`config.mk`:
```
export PLATFORM = sky130hd
export DESIGN_NAME = emmc_link_framer
export DESIGN_NICKNAME = d
export VERILOG_FILES = /design/src/rtl/emmc_link_framer.sv
export SDC_FILE = /design/constraint.sdc
export NUM_CORES = 1
export LEC_CHECK = 0
export CAP_MARGIN = 40
export CORE_AREA = 2 2 133 135
export CTS_CLUSTER_SIZE = 10
export DETAILED_ROUTE_END_ITERATION = 8
export DIE_AREA = 0 0 135 137
export GPL_TIMING_DRIVEN = 0
export PLACE_DENSITY = 0.44
export REMOVE_ABC_BUFFERS = 1
export SLEW_MARGIN = 25
export SYNTH_ARGS = -nofsm -noshare
export SYNTH_HDL_FRONTEND = slang
export SYNTH_SLANG_ARGS = --single-unit
```
`constraint.sdc`:
```
create_clock -name clk -period 3.1 [get_ports clk]
set_clock_uncertainty 0.1 [all_clocks]
set_input_delay 0.31 -clock clk [delete_from_list [all_inputs] [get_ports clk]]
set_output_delay 0.31 -clock clk [all_outputs]
set_load 0.01 [all_outputs]
```
`src/rtl/emmc_link_framer.sv`:
```
// emmc_link_framer: buffers {CMD,DAT[7:0]} samples and emits SYNC/COUNT/payload framed bytes to a serdes.
// Optional trailing CRC-8 byte is built only when EMMC_FRAMER_CRC_EN is defined.
module emmc_link_framer #(
  parameter int         FIFO_DEPTH  = 8,
  parameter int         MAX_SAMPLES = 4,
  parameter logic [7:0] IDLE_BYTE   = 8'h3C,
  parameter logic [7:0] SYNC_BYTE   = 8'hA5
) (
  input  logic        clk,
  input  logic        rst,
  input  logic        sample_valid,
  input  logic        cmd_i,
  input  logic [7:0]  sd_dat_i,
  output logic        in_ready,
  output logic [7:0]  tx_data,
  output logic        tx_valid,
  input  logic        tx_ready,
  output logic        overflow,
  output logic [15:0] frame_cnt
);
  localparam int AW = $clog2(FIFO_DEPTH);
  localparam int CW = AW + 1;
  typedef enum logic [2:0] {IDLE, SYNC, COUNT, PAY_HI, PAY_LO, CRC} state_t;
  state_t state_q, state_d;
  logic [8:0] mem_q [FIFO_DEPTH];
  logic [AW-1:0] wr_q, rd_q, rd_nx;
  logic [CW-1:0] cnt_q;
  logic [3:0] rem_q, rem_d;
  logic [7:0] tx_q, tx_d;
  logic [15:0] fcnt_q;
  logic run_q, ovf_q, full, push, hs, pop, last, done;
  assign full = cnt_q == CW'(FIFO_DEPTH);
  assign push = sample_valid & ~full;
  assign hs = run_q & tx_ready;
  assign pop = hs & (state_q == PAY_LO);
  assign last = rem_q == 4'd1;
  assign rd_nx = rd_q + AW'(1);
  assign in_ready = run_q & ~full;
  assign tx_valid = run_q;
  assign tx_data = tx_q;
  assign overflow = ovf_q;
  assign frame_cnt = fcnt_q;
`ifdef EMMC_FRAMER_CRC_EN
  logic [7:0] crc_q, crc_nx;
  function automatic logic [7:0] crc8(input logic [7:0] c, input logic [7:0] b);
    logic [7:0] r;
    r = c ^ b;
    for (int i = 0; i < 8; i++) r = r[7] ? {r[6:0], 1'b0} ^ 8'h07 : {r[6:0], 1'b0};
    return r;
  endfunction
  assign crc_nx = crc8(crc_q, tx_q);
  assign done = hs & (state_q == CRC);
  // CRC covers the byte leaving in COUNT/PAY_HI/PAY_LO; anything else restarts it
  always_ff @(posedge clk or posedge rst)
    if (rst) crc_q <= 8'h00;
    else if (hs) crc_q <= (state_q == COUNT || state_q == PAY_HI || state_q == PAY_LO) ? crc_nx : 8'h00;
`else
  assign done = pop & last;
`endif
  always_ff @(posedge clk)
    if (push) mem_q[wr_q] <= {cmd_i, sd_dat_i};
  // tx_d is the byte belonging to the state being entered, so tx_data is fully registered
  always_comb begin
    state_d = state_q;
    tx_d = tx_q;
    rem_d = rem_q;
    if (hs)
      case (state_q)
        IDLE: if (cnt_q != '0) begin
          state_d = SYNC;
          tx_d = SYNC_BYTE;
          rem_d = (cnt_q > CW'(MAX_SAMPLES)) ? 4'(MAX_SAMPLES) : 4'(cnt_q);
        end
        SYNC: begin
          state_d = COUNT;
          tx_d = {4'h0, rem_q};
        end
        COUNT: begin
          state_d = PAY_HI;
          tx_d = {7'h00, mem_q[rd_q][8]};
        end
        PAY_HI: begin
          state_d = PAY_LO;
          tx_d = mem_q[rd_q][7:0];
        end
        PAY_LO: begin
          rem_d = rem_q - 4'd1;
          if (!last) begin
            state_d = PAY_HI;
            tx_d = {7'h00, mem_q[rd_nx][8]};
          end else begin
`ifdef EMMC_FRAMER_CRC_EN
            state_d = CRC;
            tx_d = crc_nx;
`else
            state_d = IDLE;
            tx_d = IDLE_BYTE;
`endif
          end
        end
        default: begin
          state_d = IDLE;
          tx_d = IDLE_BYTE;
        end
      endcase
  end
  always_ff @(posedge clk or posedge rst)
    if (rst) begin
      state_q <= IDLE;
      tx_q <= IDLE_BYTE;
      rem_q <= '0;
      wr_q <= '0;
      rd_q <= '0;
      cnt_q <= '0;
      run_q <= 1'b0;
      ovf_q <= 1'b0;
      fcnt_q <= '0;
    end else begin
      state_q <= state_d;
      tx_q <= tx_d;
      rem_q <= rem_d;
      wr_q <= wr_q + AW'(push);
      rd_q <= rd_q + AW'(pop);
      cnt_q <= cnt_q + CW'(push) - CW'(pop);
      run_q <= 1'b1;
      ovf_q <= ovf_q | (sample_valid & full);
      fcnt_q <= fcnt_q + 16'(done);
    end
endmodule

```
After elaboration in Yosys (flattened, before gate mapping):

Memory sizes are Yosys's and may differ from the RTL's.
Index checks and enable logic that the tools add are counted.

* multiplexer cells: 11
* magnitude comparators: 1
* bitwise gates (word level): 8
* equality and inequality tests: 7
* add/sub/neg operators: 7
* reductions and logical operators: 5

Operators with widths (count)
* $pmux 8 s5: 1
* $add 16x1->16: 1
* $pmux 3 s5: 1
* $mux 4: 2
* $mux 8: 1
* $pmux 4 s2: 1
* $add 3x1->3: 2
* $and 1x1->1: 6
* $eq 3x2->1 const B: 2
* $mux 6: 1
* $add 4x1->4: 1
* $eq 4x1->1 const B: 1
* $eq 4x4->1 const B: 1
* $gt 4x3->1 const B: 1
* $reduce_bool 4->1: 1
* $sub 4x1->4: 1
* $sub 4x1->4 const B: 1
* $add 3x1->3 const B: 1
* $eq 3x1->1 const B: 1
* $eq 3x3->1 const B: 1
* $logic_not 3->1: 1
* $mux 3: 1
* $reduce_and 3->1: 1
* $mux 1: 2
* other kinds (6): 6

* memories kept: 1
* bits in registers: 43
* output and inout port bits: 27
* bits of input ports: 13
* logic and storage cells: 49
* bits in writable memories: 72

Memories
* mem_q: words 8, bits a word 9, rd ports 2, clocked after Yosys merged registers in 0, write ports 1, line 25 `logic [8:0] mem_q [FIFO_DEPTH];`

Longest topological paths before layout:

Gate-level depths: netlist of the first run.

* depth after elaboration: 5
* mapped depth: 10

Worst setup path before layout of the first run:

No wires, ideal clock.

* kind: register to register
* start point: register state_q[0]
* end point: register fcnt_q[10] (netlist: frame_cnt[10])
* data required time: 2874 ps
* buffers on the path: 2
* stages on the path, launching flop included: 11
* setup slack: 581 ps
* arrival time: 2293 ps
* library setup time: 126 ps
* path through: dfrtp_1 -> buf_2 -> or3b_1 -> clkbuf_1 -> nor2_1 -> and2_1 -> ha_1 -> ha_1 -> and4_1 -> nand4_1 -> xnor2_1

* longest elaborated chain between the ends: 4

Ends and longest elaborated chain
* start, declared: line 24 `state_t state_q, state_d;`
* start signal, assigned: line 119 `state_q <= state_d;`
* $eq 3x3->1: line 35 `assign pop = hs & (state_q == PAY_LO);`
* $and 1x1->1: line 35
* $and 1x1->1: line 58 `assign done = pop & last;`
* $add 16x1->16: line 127 `fcnt_q <= fcnt_q + 16'(done);`
* end signal, assigned: line 127
* end, declared: line 30 `logic [15:0] fcnt_q;`

No other way between the ends.
A chain may end at the register's enable or synchronous reset.

Worst setup path after layout of the first run:

Same ends and word-level chain as after synthesis.

==> results.py, run 1 <==
metrics = {
    "global_route": {
        "antenna_found_initial": 0,
        "use_met2": 0.202,
        "grt_usage": 0.125,
        "grt_pass1_wl_um": 16900,
        "grt_use_met1": 0.156,
        "grt_max_degree": 29,
        "grt_overflow": 0,
        "grt.busiest_layer": "met2",
        "grt_util_met3": 0.0452,
        "grt_pass1_vias": 2991,
    },
    "setup_path": {
        "critPathMaxFanout": 11,
        "cpMostUsedCell": "ha_1",
        "cp.arrival_ns": 3.07,
        "crit_type": "reg2reg",
        "required_ns": 3.30,
        "start_kind": "flop",
        "cp_slowest_cell": "or3b_1",
        "slowest_delay_ns": 0.60,
        "cp-end-kind": "flop",
        "path_cells": "or3b_1, nor2_2, and2_1, ha_1, ha_1, and4_1, nand4_1, xnor2_1",
    },
    "synth": {
        "synth_top_area_share": 0.432,
        "ys_ff_latch": 115,
        "netlist_instances": 322,
        "synth_edf_count": 72,
        "synth_cell_types": 52,
        "yosysMostFrequentCell": "edfxtp_1",
        "synthTopCellsByCount": "edfxtp_1 (72), dfrtp_1 (39), nor2_1 (26), ha_1 (15), nand2_1 (14)",
        "postSynthAreaPerCell_um2": 15.5,
        "synth_area_leaders": "edfxtp_1 (43%), dfrtp_1 (20%), mux4_2 (5.0%)",
        "synth_top_cell_by_area": "edfxtp_1",
        "ys_warn_count": 0,
        "synth-seq-area-share": 0.648,
        "synthFlopType": "edfxtp_1",
        "async_reset_ff_frac": 0.374,
        "synth_area_um2": 5000,
    },
    "drt": {
        "vias": 2869,
        "wl_um": 10600,
        "drc_errors": 0,
        "dr.pass1.iters": 4,
        "avgRoutedWirePerCell_um": 17.2,
        "vias_per_cell": 4.65,
        "ant_nets": 0,
        "drt_iter0_markers": 103,
    },
    "timing": {
        "holdWs_ns": 0.112,
        "tns_ns": 0,
        "finalCritPeriodShare": 0.926,
        "fmax_ghz": 0.348,
        "rsz0062_at_grt": "no",
        "slew_headroom": 0.515,
        "fin_crit_ns": 2.87,
        "hold_viol": 0,
        "setup_viol": 0,
        "worstMarginPinSlew_ns": 0.727,
        "drv_slew": 0,
    },
    "power": {
        "p_sw_frac": 0.300,
        "pwr-share-comb": 0.225,
        "p_sw_mw": 1.58,
        "power_frac_clock": 0.349,
        "p_seq_frac": 0.426,
        "p_per_area_nw_per_um2": 835,
        "intPower_mw": 3.68,
        "peakVddDrop_mv": 0.406,
        "power.leakage_nw": 2.34,
    },
    "final_layout": {
        "regArea_um2": 3250,
        "syn2layout_area_growth_pct": 25.9,
        "antenna_cells": 0,
        "nFillCells": 1631,
        "utilization": 0.369,
        "fin_nets": 408,
        "drive_gt1_frac": 0.171,
        "final_cells": 617,
        "multiInputGateArea_um2": 1680,
        "design_area_um2": 6300,
    },
    "placement": {
        "dp.cells": 585,
        "place_area_um2": 5740,
        "hpwlAfterDp_um": 7310,
        "gp_congestion": 0.762,
        "place.port_buffers": 39,
    },
    "clocking": {
        "htree_levels": 4,
        "cts_root_buf": "clkbuf_16",
        "clkSinkCount": 115,
        "clk_latency_ns": 0.41,
        "numCtsBuffers": 17,
        "clockBufferDepth": 2,
        "path_clk_slew_ns": 0.06,
        "cts_tree": "done",
    },
    "job": {
        "maxCapViolCount": 0,
    },
    "min_path": {
        "hp-class": "in2async",
    },
    "floorplan": {
        "core_area_um2": 17100,
        "io_pins": 40,
        "start_util": 0.293,
        "die_area_um2": 18500,
        "die_y_um": 137,
        "die_w_um": 135,
        "rows": 48,
    },
    "run_status": {
        "status": "finished, final reports clean",
    },
}
power by group through the flow:
| stage | Sequential, mW | Clock, mW | Combinational (mW) |
|---|---|---|---|
| 6_report | 2.24 | 1.84 | 1.18 |
| 5_1_grt | 2.28 | 1.95 | 1.33 |
| 4_1_cts | 2.24 | 1.88 | 1.21 |
| 3_5_place_dp | 2.27 | 0 | 1.21 |
| 3_3_place_gp | 2.28 | 0 | 1.12 |
| 2_1_floorplan | 2.20 | 0 | 0.753 |
cells by family (layout without fill, tap and decap cells):
kind of cell / after synthesis / in the layout / synth area share
AND/OR/NAND/NOR: 82 / 82 / 0.0833
buffers and inverters: 20 / 90 / 0.0183
flip-flops: 115 / 115 / 0.648
other: 1 / 1 / 0.000750
XOR/XNOR: 20 / 20 / 0.0350
AO/OA/AOI/OAI: 37 / 37 / 0.0525
multiplexers: 31 / 31 / 0.120
adder cells (fa/ha/maj): 16 / 16 / 0.0415
cell type report:
| cell class | count | area share |
|---|---|---|
| Sequential cell | 115 | 0.515 |
| Multi-Input combinational cell | 187 | 0.267 |
| Timing Repair Buffer | 48 | 0.0785 |
| Clock buffer | 17 | 0.0676 |
| Tap cell | 225 | 0.0447 |
| Clock inverter | 15 | 0.0209 |
| Inverter | 10 | 0.00596 |
final timing paths:
check,start,end,depth (start not counted),slack (ns)
setup / recovery,state_q[0],frame_cnt[10],8,0.23
hold / removal,rst,wr_q[0],2,0.11
setup reg to reg,state_q[0],frame_cnt[10],8,0.23
hold reg to reg,frame_cnt[15],frame_cnt[15],1,0.38
max in group asynchronous,rst,tx_data[5],3,2.24
min in group clk,frame_cnt[15],frame_cnt[15],1,0.38
metal layers:
| layer | up-vias | wire [um] |
|---|---|---|
| li1 | 1345 | - |
| met1 | 1448 | 4900 |
| met2 | 64 | 5120 |
| met3 | 12 | 420 |
| met4 | 0 | 137 |
| met5 | - | 0 |
worst max-delay path: cells and delay by family, from the launching register on:
| family | cells | cell delay, ns |
|---|---|---|
| simple gates | 5 | 1.61 |
| flops | 1 | 0.48 |
| fa+ha+maj | 2 | 0.44 |
| xor+xnor | 1 | 0.14 |
stage by stage:
| step | setup WS, ns | total power, mW |
|---|---|---|
| 3_5_place_dp | 0.0282 | 3.48 |
| 2_1_floorplan | 0.643 | 2.95 |
| 4_1_cts | 0.0189 | 5.33 |
| 3_3_place_gp | -0.476 | 3.40 |
| 5_1_grt | 0.0753 | 5.56 |
| 6_report | 0.228 | 5.26 |
state kept, by name (all words and copies together), names as in the netlist:
name       flops
wr_q           3
overflow       1
tx_valid       1
cnt_q          4
state_q        3
rem_q          4
frame_cnt     16
mem_q         72
rd_q           3
tx_data        8
timing repair:
item,CTS,global route
hold buffers,0,0
gates resized for setup,0,2
setup endpoints to repair,0,4
setup buffers,0,0
cells in the final DEF, fill, tap and decap left out, types with 11 or more instances in the layout:
master           netlist  layout
mux4_2                11      11
clkdlybuf4s50_1        0      39
clkbuf_16              0      17
dfrtp_1               39      37
nand2_1               14      14
xnor2_1               11      11
nor2_1                26      24
ha_1                  15      15
edfxtp_1              72      72
Power figures use the tool's default switching activity.
==> run 2, diff against run 1 <==
--- a/config.mk
+++ b/config.mk
@@ -13,7 +13,7 @@
 export GPL_TIMING_DRIVEN = 0
 export PLACE_DENSITY = 0.44
 export REMOVE_ABC_BUFFERS = 1
-export SLEW_MARGIN = 25
+export SLEW_MARGIN = 15
 export SYNTH_ARGS = -nofsm -noshare
 export SYNTH_HDL_FRONTEND = slang
 export SYNTH_SLANG_ARGS = --single-unit
==> results.py, run 2 (synthesized netlist as in run 1, its figures left out) <==
metrics = {
    "power": {
        "pwr-share-comb": 0.223,
        "p_seq_frac": 0.420,
        "peakVddDrop_mv": 0.407,
        "intPower_mw": 3.76,
        "power.leakage_nw": 2.36,
        "p_sw_mw": 1.57,
        "fin_total_pwr_mw": 5.34,
        "p_sw_frac": 0.295,
        "p_per_area_nw_per_um2": 843,
        "power_frac_clock": 0.358,
    },
    "timing": {
        "finalCritPeriodShare": 0.930,
        "holdWs_ns": 0.0963,
        "drv_slew": 0,
        "setup_ws_ns": 0.216,
        "fmax_ghz": 0.347,
        "worstMarginPinSlew_ns": 0.768,
        "slew_headroom": 0.488,
        "rsz0062_at_grt": "no",
        "hold_viol": 0,
        "fin_crit_ns": 2.88,
        "setup_viol": 0,
    },
    "drt": {
        "drt_iter0_markers": 123,
        "vias_per_cell": 4.61,
        "ant_nets": 0,
        "wl_um": 10600,
        "drc_errors": 0,
        "avgRoutedWirePerCell_um": 17.2,
        "dr.pass1.iters": 4,
        "vias": 2847,
    },
    "clocking": {
        "cts_root_buf": "clkbuf_16",
        "clk_latency_ns": 0.41,
        "htree_levels": 4,
        "clockBufferDepth": 2,
        "cts_setup_buffers": 0,
        "clkSinkCount": 115,
        "ctsResizeCount": 0,
        "hold_buffers": 0,
        "numCtsBuffers": 17,
        "path_clk_slew_ns": 0.06,
        "cts_tree": "done",
    },
    "global_route": {
        "grt_usage": 0.127,
        "grt_util_met3": 0.0437,
        "grt_use_met1": 0.161,
        "grt_overflow": 0,
        "grt_max_degree": 29,
        "antenna_found_initial": 0,
        "grt_pass1_wl_um": 17200,
        "use_met2": 0.205,
        "grt.busiest_layer": "met2",
        "grt_pass1_vias": 3048,
    },
    "min_path": {
        "hp-class": "in2async",
    },
    "placement": {
        "place_area_um2": 5750,
        "hpwlAfterDp_um": 7340,
        "gp_congestion": 0.762,
        "dp_slack_ns": 0.0390,
        "place.port_buffers": 39,
    },
    "final_layout": {
        "layout_common_cells": "edfxtp_1 (72), clkdlybuf4s50_1 (39), dfrtp_1 (37)",
        "utilization": 0.371,
        "fin_nets": 409,
        "antenna_cells": 0,
        "top_register": "mem_q",
        "design_area_um2": 6330,
        "syn2layout_area_growth_pct": 26.7,
        "final_common_cell": "edfxtp_1",
        "largest_reg_flops": 72,
        "drive_gt1_frac": 0.170,
    },
    "setup_path": {
        "start_kind": "flop",
        "r2r_start": "state_q[0]",
        "required_ns": 3.30,
        "cp.arrival_ns": 3.08,
        "regToRegSetupSlack_ns": 0.22,
        "critPathMaxFanout": 11,
        "reg2regPathDepth": 8,
        "rr_endpoint": "frame_cnt[10]",
        "cp-end-kind": "flop",
        "crit_type": "reg2reg",
    },
    "floorplan": {
        "rows": 48,
        "die_area_um2": 18500,
        "die_w_um": 135,
        "core_area_um2": 17100,
        "start_util": 0.293,
        "die_y_um": 137,
        "io_pins": 40,
    },
    "run_status": {
        "status": "finished, final reports clean",
    },
    "job": {
        "maxCapViolCount": 0,
    },
}
==> run 2: changes by cell type in the layout (fill, tap and decap cells not counted), sizes merged <==
cell and change:
buf +1, bufinv +1, inv -1
==> run 2: worst max-delay path by stage <==
stage | start | to | depth (start not counted)
after floorplan | state_q[2] | frame_cnt[10] | 8
after global placement | sample_valid | mem_q[1][5] | 4
after detailed placement | state_q[2] | frame_cnt[10] | 8
after CTS | state_q[2] | frame_cnt[10] | 8
after global routing | state_q[0] | frame_cnt[10] | 8
final | state_q[0] | frame_cnt[10] | 8
==> run 2: worst max-delay path: stages (launching register included) <==
cell and delay (ns):
dfrtp_1 0.48, or3b_1 0.60, nor2_2 0.31, and2_1 0.22
ha_1 0.21, ha_1 0.25, and4_1 0.32, nand4_1 0.15
xnor2_1 0.14
==> run 2: metrics by stage <==
stage,TNS (ns),cells
global route,0,618
finish,0,618
global placement,-7.60,576
CTS,0,618
detailed placement,0,586
floorplan,0,312
==> run 2: final cells by class <==
class	instances	area (um2)
clock inverters	15	156
repair buffers	49	509
flip-flops and latches	115	3250
fillers	1628	10700
well taps	225	282
clock buffers	17	425
inverters	10	37.5
multi-input cells	187	1680
==> run 2: power by group through the flow <==
| stage | combinational, mW | sequential, mW | clock (mW) |
|---|---|---|---|
| floorplan | 0.753 | 2.20 | 0 |
| global placement | 1.12 | 2.28 | 0 |
| detailed placement | 1.21 | 2.28 | 0 |
| CTS | 1.22 | 2.25 | 1.95 |
| global route | 1.34 | 2.29 | 2.03 |
| finish | 1.19 | 2.24 | 1.91 |
==> run 2: per-layer routing <==
layer  wire length (um)  part of all wire
met4                163             0.015
met2               5140              0.48
met3                390             0.037
met5                  0                 0
met1               4910              0.46
==> run 3, diff against run 2 <==
--- a/config.mk
+++ b/config.mk
@@ -7,13 +7,12 @@
 export LEC_CHECK = 0
 export CAP_MARGIN = 40
 export CORE_AREA = 2 2 133 135
-export CTS_CLUSTER_SIZE = 10
 export DETAILED_ROUTE_END_ITERATION = 8
 export DIE_AREA = 0 0 135 137
 export GPL_TIMING_DRIVEN = 0
 export PLACE_DENSITY = 0.44
 export REMOVE_ABC_BUFFERS = 1
-export SLEW_MARGIN = 15
+export SLEW_MARGIN = 25
 export SYNTH_ARGS = -nofsm -noshare
 export SYNTH_HDL_FRONTEND = slang
 export SYNTH_SLANG_ARGS = --single-unit
==> results of run 3 <==
No change in the layout: final DEF, timing and power equal those of run 1.
